**config.mk**
```make
export PLATFORM = sky130hd
export DESIGN_NAME = alu_seq
export DESIGN_NICKNAME = d
export VERILOG_FILES = /design/src/rtl/alu_seq.sv
export SDC_FILE = /design/constraint.sdc
export NUM_CORES = 1
export LEC_CHECK = 0
export CAP_MARGIN = 20
export CORE_MARGIN = 2
export CORE_UTILIZATION = 35
export CTS_CLUSTER_SIZE = 30
export DETAILED_ROUTE_END_ITERATION = 7
export GPL_ROUTABILITY_DRIVEN = 0
export PLACE_DENSITY_LB_ADDON = 0.25
export REMOVE_ABC_BUFFERS = 1
export SKIP_LAST_GASP = 1
export SLEW_MARGIN = 20
export SYNTH_ARGS = -nofsm -noshare
export SYNTH_HDL_FRONTEND = slang
export SYNTH_SLANG_ARGS = --single-unit
```
**constraint.sdc**
```tcl
create_clock -name clk -period 3.2 [get_ports clk]
set_clock_uncertainty 0.2 [all_clocks]
set_input_delay 0.48 -clock clk [delete_from_list [all_inputs] [get_ports clk]]
set_output_delay 0.48 -clock clk [all_outputs]
set_load 0.03 [all_outputs]
```
**src/rtl/alu_seq.sv**
```systemverilog
// Sequential ALU feeding the accumulator: single-cycle ops plus shift-add multiply.
// Optional multiplier is compiled only when ALU_MUL_EN is defined.
module alu_seq #(
    parameter int WIDTH      = 8,
    parameter int MUL_CYCLES = 8
) (
    input  logic             clk,
    input  logic             clr,
    input  logic             start,
    input  logic [2:0]       op,
    input  logic [WIDTH-1:0] a_in,
    input  logic [WIDTH-1:0] b_in,
    output logic [WIDTH-1:0] alu_out,
    output logic             en_da,
    output logic             done,
    output logic             busy,
    output logic             carry,
    output logic             zero
);

    typedef enum logic [1:0] {
        S_IDLE = 2'd0,
        S_MUL  = 2'd1,
        S_DONE = 2'd2
    } state_t;

    localparam logic [2:0] OP_ADD = 3'b000;
    localparam logic [2:0] OP_SUB = 3'b001;
    localparam logic [2:0] OP_AND = 3'b010;
    localparam logic [2:0] OP_OR  = 3'b011;
    localparam logic [2:0] OP_XOR = 3'b100;
    localparam logic [2:0] OP_SHL = 3'b101;
    localparam logic [2:0] OP_SHR = 3'b110;
    localparam logic [2:0] OP_MUL = 3'b111;

    // Only the 8-bit datapath with an 8-step multiply is supported.
    if (WIDTH != 8 || MUL_CYCLES != WIDTH) begin : g_bad_cfg
        $error("alu_seq: WIDTH and MUL_CYCLES must both be 8");
    end

    state_t           r_state;
    logic [WIDTH-1:0] r_alu_out;
    logic             r_en_da;
    logic             r_done;
    logic             r_busy;
    logic             r_carry;
    logic             r_zero;

    logic [WIDTH:0]   w_sum;
    logic [WIDTH:0]   w_dif;
    logic [WIDTH-1:0] w_res;
    logic             w_cy;

    assign w_sum = {1'b0, a_in} + {1'b0, b_in};
    assign w_dif = {1'b0, a_in} - {1'b0, b_in};

    always_comb begin
        w_res = '0;
        w_cy  = 1'b0;
        case (op)
            OP_ADD: begin
                w_res = w_sum[WIDTH-1:0];
                w_cy  = w_sum[WIDTH];
            end
            OP_SUB: begin
                w_res = w_dif[WIDTH-1:0];
                w_cy  = w_dif[WIDTH];
            end
            OP_AND: w_res = a_in & b_in;
            OP_OR:  w_res = a_in | b_in;
            OP_XOR: w_res = a_in ^ b_in;
            OP_SHL: begin
                w_res = {a_in[WIDTH-2:0], 1'b0};
                w_cy  = a_in[WIDTH-1];
            end
            OP_SHR: begin
                w_res = {1'b0, a_in[WIDTH-1:1]};
                w_cy  = a_in[0];
            end
            default: begin
                w_res = '0;
                w_cy  = 1'b0;
            end
        endcase
    end

`ifdef ALU_MUL_EN
    localparam logic [3:0] LP_LAST = 4'(MUL_CYCLES - 1);

    logic [2*WIDTH-1:0] r_mcand;
    logic [WIDTH-1:0]   r_mplr;
    logic [2*WIDTH-1:0] r_prod;
    logic [3:0]         r_cnt;
    logic [2*WIDTH-1:0] w_prod_nxt;

    // Multiplicand shifts left and multiplier right, so bit 0 is always current.
    assign w_prod_nxt = r_prod + (r_mplr[0] ? r_mcand : '0);
`endif

    always_ff @(posedge clk or posedge clr) begin
        if (clr) begin
            r_state   <= S_IDLE;
            r_alu_out <= '0;
            r_en_da   <= 1'b0;
            r_done    <= 1'b0;
            r_busy    <= 1'b0;
            r_carry   <= 1'b0;
            r_zero    <= 1'b0;
`ifdef ALU_MUL_EN
            r_mcand   <= '0;
            r_mplr    <= '0;
            r_prod    <= '0;
            r_cnt     <= '0;
`endif
        end else begin
            r_en_da <= 1'b0;
            r_done  <= 1'b0;
            case (r_state)
                S_IDLE: begin
                    if (start) begin
                        r_busy <= 1'b1;
                        if (op == OP_MUL) begin
`ifdef ALU_MUL_EN
                            r_mcand <= {{WIDTH{1'b0}}, a_in};
                            r_mplr  <= b_in;
                            r_prod  <= '0;
                            r_cnt   <= '0;
                            r_state <= S_MUL;
`else
                            r_done  <= 1'b1;
                            r_state <= S_DONE;
`endif
                        end else begin
                            r_alu_out <= w_res;
                            r_carry   <= w_cy;
                            r_zero    <= (w_res == '0);
                            r_en_da   <= 1'b1;
                            r_done    <= 1'b1;
                            r_state   <= S_DONE;
                        end
                    end
                end
                S_MUL: begin
`ifdef ALU_MUL_EN
                    r_prod  <= w_prod_nxt;
                    r_mcand <= {r_mcand[2*WIDTH-2:0], 1'b0};
                    r_mplr  <= {1'b0, r_mplr[WIDTH-1:1]};
                    r_cnt   <= r_cnt + 4'd1;
                    if (r_cnt == LP_LAST) begin
                        r_alu_out <= w_prod_nxt[WIDTH-1:0];
                        r_carry   <= |w_prod_nxt[2*WIDTH-1:WIDTH];
                        r_zero    <= (w_prod_nxt[WIDTH-1:0] == '0);
                        r_en_da   <= 1'b1;
                        r_done    <= 1'b1;
                        r_state   <= S_DONE;
                    end
`else
                    r_busy  <= 1'b0;
                    r_state <= S_IDLE;
`endif
                end
                S_DONE: begin
                    r_busy  <= 1'b0;
                    r_state <= S_IDLE;
                end
                default: begin
                    r_busy  <= 1'b0;
                    r_state <= S_IDLE;
                end
            endcase
        end
    end

    assign alu_out = r_alu_out;
    assign en_da   = r_en_da;
    assign done    = r_done;
    assign busy    = r_busy;
    assign carry   = r_carry;
    assign zero    = r_zero;

endmodule

```
==> impl_metrics.json <==
{
  "status": "finished clean",
  "p_seq_share_pct": 25.3,
  "fp.dieArea_um2": 5700,
  "yosys.cell_count.top_type": "inv_1",
  "cts_buffers": 3,
  "clkSinkCount": 13,
  "detailed_place_hpwl_mm": 4.18,
  "crit_path_start_kind": "primary input",
  "max_stage_delay_ps": 490,
  "drive_above_1_share_pct": 27.0,
  "wl_mm": 5.24,
  "tns_ps": 0,
  "hold_path.class": "flop to flop",
  "antenna_cells": 0,
  "cp_num_buf_inv": 2,
  "grt_max_degree": 25,
  "rr_worst_depth": 7,
  "combPwrFrac_pct": 57.5,
  "placed_cells_incl_taps": 370,
  "total_leakage_power_nw": 1.30,
  "path_cells": "clkdlybuf4s50_1 > inv_1 > ha_1 > or3b_1 > o211ai_2 > a21oi_2 > a211o_1 > a21o_1 > or4_4 > o31ai_4",
  "critPathLaunch": "b_in[3]",
  "numPortBuffers": 34,
  "drc_errors": 0,
  "arrival_ps": 3060,
  "critical_path.top_delay_family": "compound AO/OA/AOI/OAI gates",
  "place_area_um2": 2570,
  "finalMaxSlewViolations": 0,
  "synth_flop_cell": "dfrtp_1",
  "antenna_found_initial": 0,
  "ioPinCount": 35,
  "slew_headroom_pct": 64.4,
  "die_h_um": 75.5,
  "crit_type": "primary input to flop",
  "clk_path_buf_depth": 2,
  "grt_pass1_wl_mm": 8.36,
  "cts_hold_buf": 0,
  "grt-ovfl-total": 0,
  "die_x_um": 75.5,
  "post-route-util_pct": 54.3,
  "clk_pin_slew_ps": 50,
  "vias": 1943,
  "avgSynthCellArea_um2": 7.95,
  "ys_warn_count": 0,
  "rows": 26,
  "min_from": "r_state[1]",
  "swShare_pct": 37.3,
  "p_clk_share_pct": 17.1,
  "grt_pass1_vias": 1761,
  "synthTopCellsByCount": "inv_1, ha_1, nand2_1, nor2_1",
  "cp-end-kind": "flop",
  "gr-usage-all-layers_pct": 18.8,
  "multi_input_area_um2": 1380,
  "min_period_ps": 3110,
  "drtIter0Drc": 81,
  "max_freq_ghz": 0.321,
  "finalSetupViolations": 0,
  "worst_slew_pin_slew_ps": 533,
  "cp_num_cells": 10,
  "fin_hold_ws_ps": 268,
  "cap_violations": 0,
  "seq_area_um2": 325,
  "power.switching_w": 0.000301,
  "cts_tree": "yes",
  "drtPass1Iterations": 4,
  "synthArstFlopShare_pct": 100,
  "hold_viol": 0,
  "core-area_um2": 5010,
  "fillers": 494,
  "area_delta_synth_final_pct": 52.0,
  "r2r_start": "r_state[1]",
  "vdd_drop_max_mv": 0.177,
  "synth_edf_count": 0,
  "fin_cells": 377,
  "whs_path_depth": 1,
  "yosysTopAreaCell": "dfrtp_1",
  "synth_cell_types": 53,
  "syn_area_um2": 1790,
  "htreeDepth": 1,
  "final_nets": 356,
  "ys_top_cells_by_area": "dfrtp_1, ha_1, inv_1",
  "root_buffer": "clkbuf_8",
  "cp.required_ps": 3150,
  "ys_ff_latch": 13,
  "fin_area_um2": 2720,
  "syn_inst": 225,
  "start_util_pct": 35.7,
  "postRouteAntennaNets": 0,
  "crit_fanout": 3,
  "clock_latency_ps": 230,
  "powerDensity_nw_per_um2": 297,
  "post_drt_via_cell_ratio": 5.15,
  "p_int_w": 0.000507,
  "post_drt_wl_per_cell_um": 13.9,
  "cpMaxStageDelayCell": "clkdlybuf4s50_1",
  "netlist.area_leader.share_pct": 18.2,
  "yosysSeqAreaShare_pct": 18.2,
  "fin_crit_sh_pct": 97.2
}
[cell type report]
type	instances	share of cell area, %
Multi-Input combinational cell	173	50.9
Inverter	29	4.00
Clock buffer	4	1.66
Sequential cell	13	12.0
Timing Repair Buffer	88	28.3
Tap cell	70	3.22
[power by group through the flow]
stage	Combinational [W]	Sequential, W	Clock [W]
finish	0.000465	0.000205	0.000139
global route	0.000508	0.000208	0.000148
CTS	0.000442	0.000205	0.000143
detailed placement	0.000440	0.000208	0
global placement	0.000437	0.000207	0
floorplan	0.000175	0.000262	0
[metrics by stage]
stage	setup WS [ps]	power, W
floorplan	342	0.000436
global placement	-261	0.000644
detailed placement	-316	0.000648
CTS	5.46	0.000790
global route	-0.922	0.000865
finish	88.5	0.000808
[worst paths after layout]
path,to,slack (ps)
max,zero,90
min,r_state[1],270
max reg2reg,zero,1310
min reg2reg,r_state[1],270
max in group asynchronous,done,2110
min in group asynchronous,zero,370
[cell usage in the layout (no fill, tap or decap), types with 6 or more instances in the layout]
master	instances
nand2_1	18
buf_4	52
ha_1	20
nor2_1	17
nor2b_1	6
o21ai_0	13
dfrtp_1	13
inv_1	24
clkdlybuf4s50_1	30
a21oi_1	10
[sequential cells by signal (all words and copies together), names as in the netlist]
register / flops
done: 1
carry: 1
alu_out: 8
en_da: 1
zero: 1
r_state: 1
[logic make-up after synthesis]
group           synth area share [%]
xor+xnor                       0.979
mux                             8.53
simple gates                    18.3
buf+inv                         8.46
fa+ha+maj                       19.0
flops                           18.2
compound gates                  26.6
[timing repair]
action / in CTS / in global routing
setup endpoints to repair: 1 / 2
resized for setup: 2 / 20
pin swaps: 0 / 8
gates cloned: 0 / 0
setup buffers: 0 / 3
[layer usage]
metal  GRT usage [%]  vias up  routed length (µm)
met5               0        -                   0
met4            5.26        0                  65
met3           0.661        9                 197
met2            32.9       59                2670
met1            25.1      909                2300
li1                -      966                   -
Power figures use the tool's default switching activity.
